===== config.mk =====
export PLATFORM = sky130hd
export DESIGN_NAME = display_timing_gen
export DESIGN_NICKNAME = d
export VERILOG_FILES = /design/src/rtl/display_timing_gen.sv
export SDC_FILE = /design/constraint.sdc
export NUM_CORES = 1
export LEC_CHECK = 0
export BUFFER_PORTS_ARGS = -buffer_cell sky130_fd_sc_hd__buf_2
export CAP_MARGIN = 0
export CORE_MARGIN = 4
export CORE_UTILIZATION = 63
export CTS_BUF_LIST = sky130_fd_sc_hd__clkbuf_2
export DETAILED_ROUTE_END_ITERATION = 12
export HOLD_SLACK_MARGIN = 0.12
export MAX_ROUTING_LAYER = met4
export PLACE_DENSITY = 0.87
export SLEW_MARGIN = 20
export SYNTH_ARGS = -nofsm -noshare
export SYNTH_HDL_FRONTEND = slang
export SYNTH_SLANG_ARGS = --single-unit

===== constraint.sdc =====
create_clock -name clock -period 3.6 [get_ports clock]
set_input_delay 0.18 -clock clock [delete_from_list [all_inputs] [get_ports clock]]
set_output_delay 0.18 -clock clock [all_outputs]
set_load 0.1 [all_outputs]

===== src/rtl/display_timing_gen.sv =====
// display_timing_gen: VGA raster timing generator (default 1024x768 @ 60 Hz, 65 MHz).
// Two free-running counters (h_cnt, v_cnt) are decoded combinationally and every
// output is registered from that decode, so all outputs describe the same pixel
// in the same cycle, one clock behind the counters.
module display_timing_gen #(
   parameter int       H_VISIBLE = 1024,
   parameter int       H_FRONT   = 24,
   parameter int       H_SYNC    = 136,
   parameter int       H_BACK    = 160,
   parameter int       V_VISIBLE = 768,
   parameter int       V_FRONT   = 3,
   parameter int       V_SYNC    = 6,
   parameter int       V_BACK    = 29,
   parameter logic     H_POL     = 1'b0,
   parameter logic     V_POL     = 1'b0
) (
   input  logic        clock,
   input  logic        reset_n,
   output logic        horiz_sync,
   output logic        vert_sync,
   output logic        video_on,
   output logic [11:0] pixel_row,
   output logic [11:0] pixel_col,
   output logic        line_start,
   output logic        frame_start
);

   localparam logic [11:0] H_VIS   = 12'(H_VISIBLE);
   localparam logic [11:0] HS_BEG  = 12'(H_VISIBLE + H_FRONT);
   localparam logic [11:0] HS_END  = 12'(H_VISIBLE + H_FRONT + H_SYNC);
   localparam logic [11:0] H_LAST  = 12'(H_VISIBLE + H_FRONT + H_SYNC + H_BACK - 1);
   localparam logic [11:0] V_VIS   = 12'(V_VISIBLE);
   localparam logic [11:0] VS_BEG  = 12'(V_VISIBLE + V_FRONT);
   localparam logic [11:0] VS_END  = 12'(V_VISIBLE + V_FRONT + V_SYNC);
   localparam logic [11:0] V_LAST  = 12'(V_VISIBLE + V_FRONT + V_SYNC + V_BACK - 1);

   logic [11:0] h_cnt;
   logic [11:0] v_cnt;
   logic [11:0] h_next;
   logic [11:0] v_next;
   logic        hs_d;
   logic        vs_d;
   logic        vid_d;
   logic        ls_d;
   logic        fs_d;

   // Next counter values: h wraps at end of line, v steps only on that wrap.
   always_comb begin
      h_next = h_cnt + 12'd1;
      v_next = v_cnt;
      if (h_cnt == H_LAST) begin
         h_next = 12'd0;
         if (v_cnt == V_LAST) begin
            v_next = 12'd0;
         end else begin
            v_next = v_cnt + 12'd1;
         end
      end
   end

   // Decode the current counter position into the pixel's output values.
   always_comb begin
      hs_d  = ~H_POL;
      vs_d  = ~V_POL;
      vid_d = (h_cnt < H_VIS) && (v_cnt < V_VIS);
      ls_d  = (h_cnt == 12'd0);
      fs_d  = (h_cnt == 12'd0) && (v_cnt == 12'd0);
      if ((h_cnt >= HS_BEG) && (h_cnt < HS_END)) begin
         hs_d = H_POL;
      end
      // v_cnt only moves at the line wrap, so this naturally changes at col 0.
      if ((v_cnt >= VS_BEG) && (v_cnt < VS_END)) begin
         vs_d = V_POL;
      end
   end

   // Counter registers; reset aborts any frame in progress.
   always_ff @(posedge clock or negedge reset_n) begin
      if (!reset_n) begin
         h_cnt <= 12'd0;
         v_cnt <= 12'd0;
      end else begin
         h_cnt <= h_next;
         v_cnt <= v_next;
      end
   end

   // Output registers: one-clock-delayed, mutually aligned view of the counters.
   always_ff @(posedge clock or negedge reset_n) begin
      if (!reset_n) begin
         horiz_sync  <= ~H_POL;
         vert_sync   <= ~V_POL;
         video_on    <= 1'b0;
         pixel_row   <= 12'd0;
         pixel_col   <= 12'd0;
         line_start  <= 1'b0;
         frame_start <= 1'b0;
      end else begin
         horiz_sync  <= hs_d;
         vert_sync   <= vs_d;
         video_on    <= vid_d;
         pixel_row   <= v_cnt;
         pixel_col   <= h_cnt;
         line_start  <= ls_d;
         frame_start <= fs_d;
      end
   end

endmodule


Word-level counts from Yosys, hierarchy flattened --
Index checks and enable logic that the tools add are counted.
Word-level totals: output and inout bits 29, logic and storage cells 29, flip-flop bits (word level) 53
Cells by class: magnitude comparators 6, equal/unequal tests 2, add/subtract/negate cells 2, muxes and demuxes 4, reduce and logical (&&, ||, !) cells 6
Operators by type and width (number):
- 12-bit by 1-bit adder with 12-bit output, second input constant | 2
- 12-bit logical NOT | 2
- 12-bit by 10-bit less-than comparator with 1-bit output, second input constant | 2
- 12-bit by 11-bit less-than comparator with 1-bit output, second input constant | 2
- 12-bit 2-to-1 mux | 2
- 12-bit by 10-bit == test with 1-bit output, second input constant | 1
- 12-bit by 11-bit == test with 1-bit output, second input constant | 1
- 12-bit by 10-bit >= comparator with 1-bit output, second input constant | 1
- 12-bit by 11-bit >= comparator with 1-bit output, second input constant | 1
- 1-bit logical AND | 4
- 1-bit 2-to-1 mux | 2

Logic depth before layout (Yosys ltp) --
word-level depth 3, depth in mapped cells 6, depth with buffers taken out 6

Least setup slack after synthesis --
No wires, ideal clock.
kind reg-to-reg, from reg v_cnt[10], to reg v_cnt[9], path slack 1716 ps, cell stages (with the launch flop) 5, data arrival time 1759 ps, buffers on the path 0, period minus slack after synthesis 1884 ps, path through dfrtp_1 or4_4 nor4_4 and3b_1 mux2_2
Between the ends: longest elaborated chain between the ends 2
RTL lines:
- start: declaration | line 38 | logic [11:0] v_cnt;
- start signal: assignment | line 84 | v_cnt <= v_next;
- 12-bit by 10-bit == test with 1-bit output | line 53 | if (v_cnt == V_LAST) begin
- 12-bit 2-to-1 mux | line 53
Every way passes these cells. A chain may end at the register's enable or synchronous reset.

Worst setup path after layout --
from reg h_cnt[0], to reg v_cnt[0]
Between the ends: longest elaborated chain between the ends 1
RTL lines:
- start: declaration | line 37 | logic [11:0] h_cnt;
- start signal: assignment | line 83 | h_cnt <= h_next;
- 12-bit by 11-bit == test with 1-bit output | line 51 | if (h_cnt == H_LAST) begin
Every way passes these cells.

==> impl_metrics.env <==
export IMPL_status="complete, no violations"
export IMPL_setup_tns_ps=0
export IMPL_max_freq_ghz=0.3946
export IMPL_cellLeakagePower_uw=0.001203
export IMPL_drive_above_1_share_pct=26.67
export IMPL_synthTopCellsByArea="dfrtp_1, ha_1, a22o_2"
export IMPL_critPathRequiredTime_ps=3980
export IMPL_timing_rr_start="h_cnt[0]"
export IMPL_fp_dieH_um=66.19
export IMPL_yosys_area_top_type="dfrtp_1"
export IMPL_post_cts_buffers=0
export IMPL_wl_met2_um=1782
export IMPL_cts_tree="yes"
export IMPL_post_place_cells=245
export IMPL_cts_resized=0
export IMPL_insertedDiodeCount=0
export IMPL_start_util_pct=67.66
export IMPL_timing_rr_end="v_cnt[0]"
export IMPL_grt_pass1_vias=1411
export IMPL_critPathLaunch="h_cnt[0]"
export IMPL_worst_hold_slack_ps=294.3
export IMPL_seqPwrFrac_pct=66.7
export IMPL_ys_flop_type="dfrtp_1"
export IMPL_finalSetupViolCount=0
export IMPL_dp_hpwl_um=2703
export IMPL_design_area_sq_mm=0.002402
export IMPL_crit_type="flip-flop to flip-flop"
export IMPL_ys_seq_area_share_pct=62.29
export IMPL_worst_pin_slew_ps=799.7
export IMPL_ys_types=37
export IMPL_swShare_pct=19.94
export IMPL_met1_length_um=1740
export IMPL_cts_sinks=53
export IMPL_rsz0062_at_grt="false"
export IMPL_yosysMostFrequentCell="dfrtp_1"
export IMPL_drc=0
export IMPL_antenna_found_initial=0
export IMPL_chipWidth_um=66.19
export IMPL_yosys_warnings=0
export IMPL_nets=217
export IMPL_routed_wl_um=3815
export IMPL_cts_root_buf="clkbuf_2"
export IMPL_die_area_sq_mm=0.004381
export IMPL_ir_drop_uv=251.2
export IMPL_maxCapViolCount=0
export IMPL_core_region_area_sq_mm=0.003153
export IMPL_path_cells="ha_1 > nand4_1 > nor4_4 > nor2b_1 > mux2_2"
export IMPL_p_switching_uw=178.4
export IMPL_avgSynthCellArea_sq_um=12.26
export IMPL_drtIter0Drc=98
export IMPL_ant_nets=0
export IMPL_cp_start_kind="flip-flop"
export IMPL_routedWlPerCell_um=15.02
export IMPL_pwr_share_clk_pct=32.0
export IMPL_hold_buffers=1
export IMPL_rows=20
export IMPL_final_cells=254
export IMPL_grt_pass1_wl_um=6541
export IMPL_netlist_area_sq_mm=0.002133
export IMPL_cts_made_buffers=5
export IMPL_cp_max_fo=18
export IMPL_crit_arrival_ps=2910
export IMPL_finalCritPeriodShare_pct=70.39
export IMPL_syn_inst=174
export IMPL_powerDensity_mw_per_mm2=372.5
export IMPL_r2r_setup_slack_ps=1070
export IMPL_max_stage_delay_ps=780
export IMPL_grt_util_all_layers_pct=20.53
export IMPL_skew_ps=11.82
export IMPL_slew_headroom_pct=46.29
export IMPL_syn_nets=182
export IMPL_ys_ff_latch=53
export IMPL_worstHoldPathType="input pin to async pin"
export IMPL_grt_overflow_total=0
export IMPL_p_int_uw=716.4
export IMPL_first_pass_iters=4
export IMPL_synthTopCellsByCount="dfrtp_1, nor3_1, nand2_1, o21ai_0, nor2_1"
export IMPL_worst_skew_pair_late_latency_ps=410
export IMPL_dpl_cell_area_sq_mm=0.002326
export IMPL_synth_edff_count=0
export IMPL_gp_congestion=0.9040
export IMPL_io_buffer_count=30
export IMPL_final_hold_violation_count=0
export IMPL_htreeDepth=2
export IMPL_timing_final_crit_period_ps=2534
export IMPL_vias_per_cell=5.677
export IMPL_clk_pin_slew_ps=230
export IMPL_async_reset_ff_share_pct=100.0
export IMPL_setup_worst_path_end_class="flip-flop"
export IMPL_power_frac_comb_pct=1.3
export IMPL_vias=1442
export IMPL_syn2layout_area_growth_pct=12.61
export IMPL_slew_viol_final=0
export IMPL_dr_wl_met3_um=210
export IMPL_top_layer="met4"
export IMPL_grt_max_degree=54
export IMPL_synth_top_area_share_pct=59.82
export IMPL_rr_worst_depth=5
export IMPL_cp_slowest_cell="nor4_4"
export IMPL_cts_max_path_buffers=2
export IMPL_ios=31
==> layout make-up <==
cell class	count	area [sq um]
Fill cell	208	750.7
Tap cell	44	55.05
Inverter	7	26.28
Clock buffer	6	30.03
Clock inverter	2	33.78
Timing Repair Buffer	31	162.7
Sequential cell	53	1329
Multi-Input combinational cell	111	765.7
==> state kept, by name (all words and copies together) (netlist names) <==
register     flops
h_cnt           12
vert_sync        1
video_on         1
pixel_row       12
frame_start      1
horiz_sync       1
line_start       1
v_cnt           12
pixel_col       12
==> metrics by stage <==
step | util (%) | power [uW] | setup slack, ps
floorplan | - | 606.8 | 1716
global placement | 73.77 | 617.6 | 1288
detailed placement | 73.77 | 618.1 | 1178
CTS | 76.11 | 907.0 | 1137
global route | 76.19 | 936.1 | 882.9
finish | 76.19 | 894.8 | 1066
==> critical path, delay by kind of cell (launching register included) <==
family,cells,cell delay (ps)
flops,1,470
fa+ha+maj,1,230
mux,1,260
simple gates,3,1550
==> kinds of logic (layout without fill, tap and decap cells) <==
group,after synthesis,in the layout,share of synthesized area (%)
xor+xnor,7,7,2.874
simple gates,70,70,19.59
buf+inv,10,46,1.818
mux,5,5,2.581
fa+ha+maj,6,6,3.519
compound gates,23,23,7.331
flops,53,53,62.29
==> routing by layer <==
| metal | vias up | global-route usage [%] |
|---|---|---|
| met5 | - | - |
| met4 | 0 | 6.853 |
| met3 | 9 | 5.782 |
| met2 | 51 | 31.60 |
| met1 | 695 | 26.44 |
| li1 | 687 | - |
==> power groups by stage <==
stage | Clock (uW) | Sequential (uW) | Combinational (uW)
after detailed placement | 0 | 607 | 11.5
after global placement | 0 | 607 | 11.0
after floorplan | 0 | 607 | 0.000311
after CTS | 298 | 597 | 12.3
final | 286 | 597 | 11.9
after global routing | 324 | 597 | 14.5
==> worst max path at each step <==
stage | endpoint | slack (ps) | cells after the start
6_report | v_cnt[0] | 1070 | 5
5_1_grt | v_cnt[0] | 880 | 5
4_1_cts | v_cnt[0] | 1140 | 5
3_5_place_dp | v_cnt[0] | 1180 | 5
3_3_place_gp | v_cnt[0] | 1290 | 5
2_1_floorplan | v_cnt[9] | 1720 | 4
==> cell usage in the layout (no fill, tap or decap), types with 3 or more instances in the layout <==
| cell type | synthesis | routed |
|---|---|---|
| nand2_1 | 11 | 11 |
| nor3_1 | 12 | 12 |
| o21ai_0 | 11 | 11 |
| a22o_2 | 6 | 6 |
| dfrtp_1 | 51 | 51 |
| nor2_1 | 9 | 9 |
| nor2b_1 | 4 | 4 |
| nand4_1 | 4 | 4 |
| xnor2_1 | 4 | 4 |
| inv_1 | 7 | 7 |
| and3_1 | 3 | 3 |
| ha_1 | 6 | 6 |
| xor2_1 | 3 | 3 |
| clkbuf_2 | 0 | 6 |
| nor4_1 | 4 | 4 |
| nand3_1 | 8 | 8 |
| buf_2 | 1 | 29 |
| mux2_2 | 4 | 4 |
No activity file was read; power rests on OpenSTA's default activity.
